File: config.mk
export PLATFORM = sky130hd
export DESIGN_NAME = afpm_div_iter
export DESIGN_NICKNAME = d
export VERILOG_FILES = /design/src/rtl/afpm_pkg.sv /design/src/rtl/afpm_sig_divider.sv /design/src/rtl/afpm_div_iter.sv
export SDC_FILE = /design/constraint.sdc
export NUM_CORES = 1
export LEC_CHECK = 0
export ABC_AREA = 1
export BUFFER_PORTS_ARGS = -buffer_cell sky130_fd_sc_hd__buf_2
export CORE_MARGIN = 5
export CORE_UTILIZATION = 45
export CTS_CLUSTER_SIZE = 24
export DETAILED_ROUTE_END_ITERATION = 8
export PLACE_DENSITY = 0.66
export SYNTH_ARGS = -nofsm -noshare
export SYNTH_HDL_FRONTEND = slang
export SYNTH_HIERARCHICAL = 1
export SYNTH_SLANG_ARGS = --single-unit
File: constraint.sdc
create_clock -name clk -period 5 [get_ports clk]
set_clock_uncertainty 0.1 [all_clocks]
set_input_delay 0 -clock clk [delete_from_list [all_inputs] [get_ports clk]]
set_output_delay 0 -clock clk [all_outputs]
set_load 0.01 [all_outputs]
File: src/rtl/afpm_pkg.sv
// Shared AFPM types, float32 constants and operand classification.
// Used by the approximate multipliers and the iterative divider.
package afpm_pkg;

    localparam int FLOAT32_EXP_WIDTH = 8;
    localparam int FLOAT32_SIG_WIDTH = 23;
    localparam int EXP_BIAS = 127;

    localparam logic [31:0] FP_NAN = 32'h7FFF_FFFF;
    localparam logic [FLOAT32_EXP_WIDTH-1:0] FP_INF_EXP = 8'hFF;

    typedef struct packed {
        logic                         sign;
        logic [FLOAT32_EXP_WIDTH-1:0] exp;
        logic [FLOAT32_SIG_WIDTH-1:0] frac;
    } float32_t;

    typedef struct packed {
        logic is_nan;
        logic is_inf;
        logic is_zero;
    } fp_class_t;

    typedef enum logic [1:0] {
        IDLE,
        CALC,
        DONE
    } div_state_t;

    // Subnormals classify as zero: the AFPM family flushes them.
    function automatic fp_class_t fp_classify(float32_t f);
        fp_class_t c;
        c.is_nan  = (f.exp == FP_INF_EXP) && (f.frac != '0);
        c.is_inf  = (f.exp == FP_INF_EXP) && (f.frac == '0);
        c.is_zero = (f.exp == '0);
        return c;
    endfunction

endpackage

File: src/rtl/afpm_sig_divider.sv
// Restoring shift-subtract significand divider, one quotient bit per clock.
// Produces W+1 bits; bit W is the integer bit of a/b in (0.5, 2).
module afpm_sig_divider
    import afpm_pkg::*;
#(
    parameter int W = 16
) (
    input  logic         clk,
    input  logic         rst,
    input  logic         start,
    input  logic [W-1:0] a_sig,
    input  logic [W-1:0] b_sig,
    output logic         done,
    output logic [W:0]   quotient
);

    localparam int Q  = W + 1;
    localparam int CW = $clog2(Q + 1);

    logic [W:0]    rem;
    logic [W-1:0]  div;
    logic [CW-1:0] count;
    logic          busy;
    logic          q_bit;
    logic [W:0]    diff;

    always_comb begin
        q_bit = (rem >= {1'b0, div});
        diff  = q_bit ? (rem - {1'b0, div}) : rem;
        done  = busy && (count == CW'(Q - 1));
    end

    // diff < div after the restore step, so the shift never drops a set bit.
    always_ff @(posedge clk or posedge rst) begin
        if (rst) begin
            rem      <= '0;
            div      <= '0;
            count    <= '0;
            busy     <= 1'b0;
            quotient <= '0;
        end else if (start) begin
            rem      <= {1'b0, a_sig};
            div      <= b_sig;
            count    <= '0;
            busy     <= 1'b1;
            quotient <= '0;
        end else if (busy) begin
            rem      <= {diff[W-1:0], 1'b0};
            quotient <= {quotient[W-1:0], q_bit};
            count    <= count + 1'b1;
            if (done) busy <= 1'b0;
        end
    end

endmodule

File: src/rtl/afpm_div_iter.sv
// Iterative approximate float32 divider with valid/ready handshakes.
// Handles specials, exponent and packing around the significand loop.
module afpm_div_iter
    import afpm_pkg::*;
#(
    parameter int E = 10,
    parameter int A = 6
) (
    input  logic        clk,
    input  logic        rst,
    input  logic        in_valid,
    output logic        in_ready,
    input  logic [31:0] fp_dividend,
    input  logic [31:0] fp_divisor,
    output logic        out_valid,
    input  logic        out_ready,
    output logic [31:0] fp_quotient
);

    localparam int W = E + A;

    div_state_t        state, state_n;
    float32_t          fa, fb;
    fp_class_t         ca, cb;
    logic              accept;
    logic              start;
    logic              s;
    logic              spec_hit;
    logic [31:0]       spec_val;
    logic              sign_r;
    logic signed [9:0] exp_r;
    logic              spec_r;
    logic [31:0]       spec_val_r;
    logic              done;
    logic [W:0]        q;
    logic signed [9:0] e_adj;
    logic [22:0]       frac;
    logic [31:0]       packed_q;

    // Keep the top W bits; jam the first dropped bit into the LSB.
    function automatic logic [W-1:0] keep_sig(float32_t f);
        logic [23:0]  m;
        logic [W-1:0] k;
        m    = {1'b1, f.frac};
        k    = m[23 -: W];
        k[0] = k[0] | m[23-W];
        return k;
    endfunction

    assign fa = fp_dividend;
    assign fb = fp_divisor;

    always_comb begin
        ca       = fp_classify(fa);
        cb       = fp_classify(fb);
        s        = fa.sign ^ fb.sign;
        spec_hit = 1'b1;
        spec_val = {s, 31'd0};
        if (ca.is_nan || cb.is_nan || (ca.is_zero && cb.is_zero) ||
            (ca.is_inf && cb.is_inf))
            spec_val = FP_NAN;
        else if (ca.is_inf || cb.is_zero)
            spec_val = {s, FP_INF_EXP, 23'd0};
        else if (ca.is_zero || cb.is_inf)
            spec_val = {s, 31'd0};
        else
            spec_hit = 1'b0;
    end

    assign accept = in_valid && in_ready;
    assign start  = accept && !spec_hit;

    always_comb begin
        state_n   = state;
        in_ready  = 1'b0;
        out_valid = 1'b0;
        unique case (state)
            IDLE: begin
                in_ready = 1'b1;
                if (accept) state_n = spec_hit ? DONE : CALC;
            end
            CALC: if (done) state_n = DONE;
            DONE: begin
                out_valid = 1'b1;
                if (out_ready) state_n = IDLE;
            end
            default: state_n = IDLE;
        endcase
    end

    always_ff @(posedge clk or posedge rst) begin
        if (rst) begin
            state      <= IDLE;
            sign_r     <= 1'b0;
            exp_r      <= '0;
            spec_r     <= 1'b0;
            spec_val_r <= '0;
        end else begin
            state <= state_n;
            if (accept) begin
                sign_r     <= s;
                exp_r      <= 10'({2'b00, fa.exp}) - 10'({2'b00, fb.exp})
                              + 10'(EXP_BIAS);
                spec_r     <= spec_hit;
                spec_val_r <= spec_val;
            end
        end
    end

    afpm_sig_divider #(.W(W)) u_sig_div (
        .clk      (clk),
        .rst      (rst),
        .start    (start),
        .a_sig    (keep_sig(fa)),
        .b_sig    (keep_sig(fb)),
        .done     (done),
        .quotient (q)
    );

    // Quotient below 1.0 costs one exponent step; result truncates.
    always_comb begin
        e_adj = exp_r - {9'd0, ~q[W]};
        if (q[W])
            frac = 23'(q[W-1:0]) << (23 - W);
        else
            frac = 23'(q[W-2:0]) << (24 - W);
        if (e_adj <= 10'sd0)
            packed_q = {sign_r, 31'd0};
        else if (e_adj >= 10'sd255)
            packed_q = {sign_r, FP_INF_EXP, 23'd0};
        else
            packed_q = {sign_r, e_adj[7:0], frac};
        fp_quotient = '0;
        if (state == DONE)
            fp_quotient = spec_r ? spec_val_r : packed_q;
    end

endmodule

==> results.md <==
- Die Y: 125 microns
- Tot GR Track Use: 0.207
- Commonest non-fill, non-tap cell in the layout: nand2_1
- Hold path cells: 4
- Core area: 13100 sq um
- PD cells: 648 nW/um^2
- Final net count: 1109
- Mean Syn Cell Area: 6.68 sq um
- Met2 usage: 0.320
- CTS root buf: clkbuf_16
- Cells after Synth: 887
- Vias: 5863
- Met1 global-route usage: 0.296
- Crit-path cells: buf_4 > inv_1 > ha_1 > ha_1 > inv_1 > nand2_1 > nand2_1 > nand3b_1 > nor2_1 > nand4_1 > and2_1 > nand3_2 > a21oi_2 > buf_2
- DRT iter0 DRCs: 343
- Area occupied by multi-input gates: 3410 sq um
- Reg2reg start: state[1]$_DFFE_PP0P_
- Finished Core Util: 0.549
- Crit path launch type: flop
- Delay of the slowest cell on the worst path: 0.78 ns
- Worst setup path end: fp_quotient[17]
- Hold Path Class: input pin to flop
- Storage cell area: 1830 sq um
- Placement Cell Area: 6500 sq um
- Actual slew at the worst max-slew pin: 0.987 ns
- Max Freq: 280 MHz
- Final worst-path setup slack: 1.43 ns
- Asr flop ratio synth: 1.00
- Cts repair resizes: 0
- Period Utilization, post-route: 0.713
- Setup tns final: 0 ns
- CTS sink cnt: 73
- #FFs+latches synth: 73
- Total wire length: 15700 microns
- Slew HR: 0.342
- Post-route cell area: 7180 sq um
- RSZ-0062 raised after global routing: no
- Syn-to-layout area delta: 21.2%
- DRC: 0
- Inst Count DP: 1138
- Critical-path top delay cell: and2_1
- Crit Path Max Fanout: 24
- CTS Buf Count: 9
- Post-synth top flop: dfrtp_1
- Critical path type: flop to output pin
- Post-DRT Antenna Nets: 0
- Initial core utilization: 0.453
- Max_cap viols: 0
- RePlAce Congestion: 0.872
- Busiest grt layer: met2
- Pleak: 3.79 nW
- Core Rows: 42
- Pre-Repair DR Iteration Count: 5
- Met3 Resource Use GR: 0.0300
- Clk_lat worst skew: 0.35 ns
- Netlist cell types: 42
- Reg2reg end: u_sig_div/quotient[1]$_DFFE_PP0P_
- Most frequent cells in the layout: nand2_1 (269), inv_1 (130), buf_2 (101)
- Vias per cell: 4.92
- Initial antenna violation count: 0
- HPWL Detailed: 11800 microns
- Fill count: 1270
- Share of cells above drive strength 1: 0.165
- Chip Width: 125 microns
- Critical path origin: u_sig_div/quotient[16]$_DFFE_PP0P_
- Wirelength per Cell: 13.2 microns
- Deepest level of the CTS H-tree: 3
- Buffers added on ports: 101
- Post-CTS Setup Repair Bufs: 0
- Flop2flop setup slack: 2.11 ns
- Final setup viols: 0
- Die footprint: 15600 sq um
- Peak supply drop: 278 uV
- Synthesis warning total: 6
- Number of synthesized flops with an enable pin: 0
- Final Hold Fails: 0
- CP endpoint kind: output pin
- Number of global-route vias before repair: 5605
- CTS tree: done
- N_diodes: 0
- Crit path time final: 3.57 ns
- Clock transition at path regs: 0.06 ns
- Gr ovfl total: 0
- Sequential share of the synthesized area: 0.308
- Status: completed
- Final instance count without filler cells: 1191
- Ports: 102
- Largest net degree at the start of global routing: 51
- First-pass GRT wire length: 26900 microns
- CP arrival: 3.47 ns
- Worst Reg-to-Reg Cells: 8
- CTS max path bufs: 2
- Mapped Area: 5930 sq um
- Post-place setup slack: 1.68 ns
- CP required: 4.90 ns
- Slew Viols, Final: 0
-- critical path, delay by kind of cell, from the launching register on --
kind	cells	cell delay [ns]
AND/OR/NAND/NOR	7	1.26
buffers and inverters	4	0.75
adder cells (fa/ha/maj)	2	0.60
flip-flops	1	0.36
AO/OA/AOI/OAI	1	0.15
-- state kept, by name (all words and copies together), names as in the netlist, 2 cells and up --
register	flops
spec_val_r	3
u_sig_div/quotient	17
state	2
u_sig_div/div	16
u_sig_div/rem	17
u_sig_div/count	5
exp_r	10
-- cell usage after synthesis (7+ instances only) --
library cell  number  share of area
a21oi_1           37          0.031
a22oi_1           15          0.019
clkbuf_1          16          0.010
dfrtp_1           73           0.31
ha_1              29          0.061
inv_1            131          0.083
nand2_1          269           0.17
nand3_1           61          0.052
nand3_2           15          0.025
nand3b_1          18          0.023
nand4_1           13          0.014
nor2_1            73          0.046
nor2_2             7         0.0074
nor3_1             7         0.0059
o21ai_0           37          0.031
o22ai_1           18          0.019
-- per-layer routing --
layer	vias up	wire, microns	part of all wire
li1	3082	-	-
met1	2649	7970	0.51
met2	109	6800	0.43
met3	23	561	0.036
met4	0	342	0.022
met5	-	0	0
-- through the flow --
step	hold slack (ns)	total power, mW
after floorplan	-0.174	3.36
after global placement	-0.0715	3.94
after detailed placement	-0.0741	3.97
after CTS	0.0160	4.68
after global routing	0.0734	5.17
final	0.0312	4.65
-- report_power, final --
part / switching, mW / total (mW) / internal (mW)
logic: 1.87 / 2.92 / 1.05
clock network: 0.261 / 0.661 / 0.400
registers: 0.197 / 1.07 / 0.877
-- repair_timing --
action	in CTS	in global routing
hold endpoints to repair	67	0
setup endpoints to repair	0	0
hold buffers	37	0
-- cell families after synthesis --
group / after synthesis / share of synthesized area
flip-flops: 73 / 0.308
other: 1 / 0.000633
XOR/XNOR: 12 / 0.0190
adder cells (fa/ha/maj): 31 / 0.0680
buffers and inverters: 165 / 0.118
AO/OA/AOI/OAI: 119 / 0.116
AND/OR/NAND/NOR: 486 / 0.371
-- final cells by class --
type,count,share of cell area
clock buffer,10,0.0333
clock inverter,6,0.00941
inverter,133,0.0695
multi-input combinational,650,0.475
sequential,73,0.254
tap,176,0.0307
timing repair buffer,143,0.127
-- worst min-delay path by stage --
| stage | startpoint | endpoint |
|---|---|---|
| 2_1_floorplan | rst | exp_r[0]$_DFFE_PP0P_ |
| 3_3_place_gp | rst | u_sig_div/div[15]$_DFFE_PP0P_ |
| 3_5_place_dp | rst | u_sig_div/div[15]$_DFFE_PP0P_ |
| 6_report | fp_divisor[23] | exp_r[0]$_DFFE_PP0P_ |
| 4_1_cts | fp_divisor[23] | exp_r[0]$_DFFE_PP0P_ |
| 5_1_grt | fp_divisor[23] | exp_r[0]$_DFFE_PP0P_ |
(Power assumes the default switching activity.)
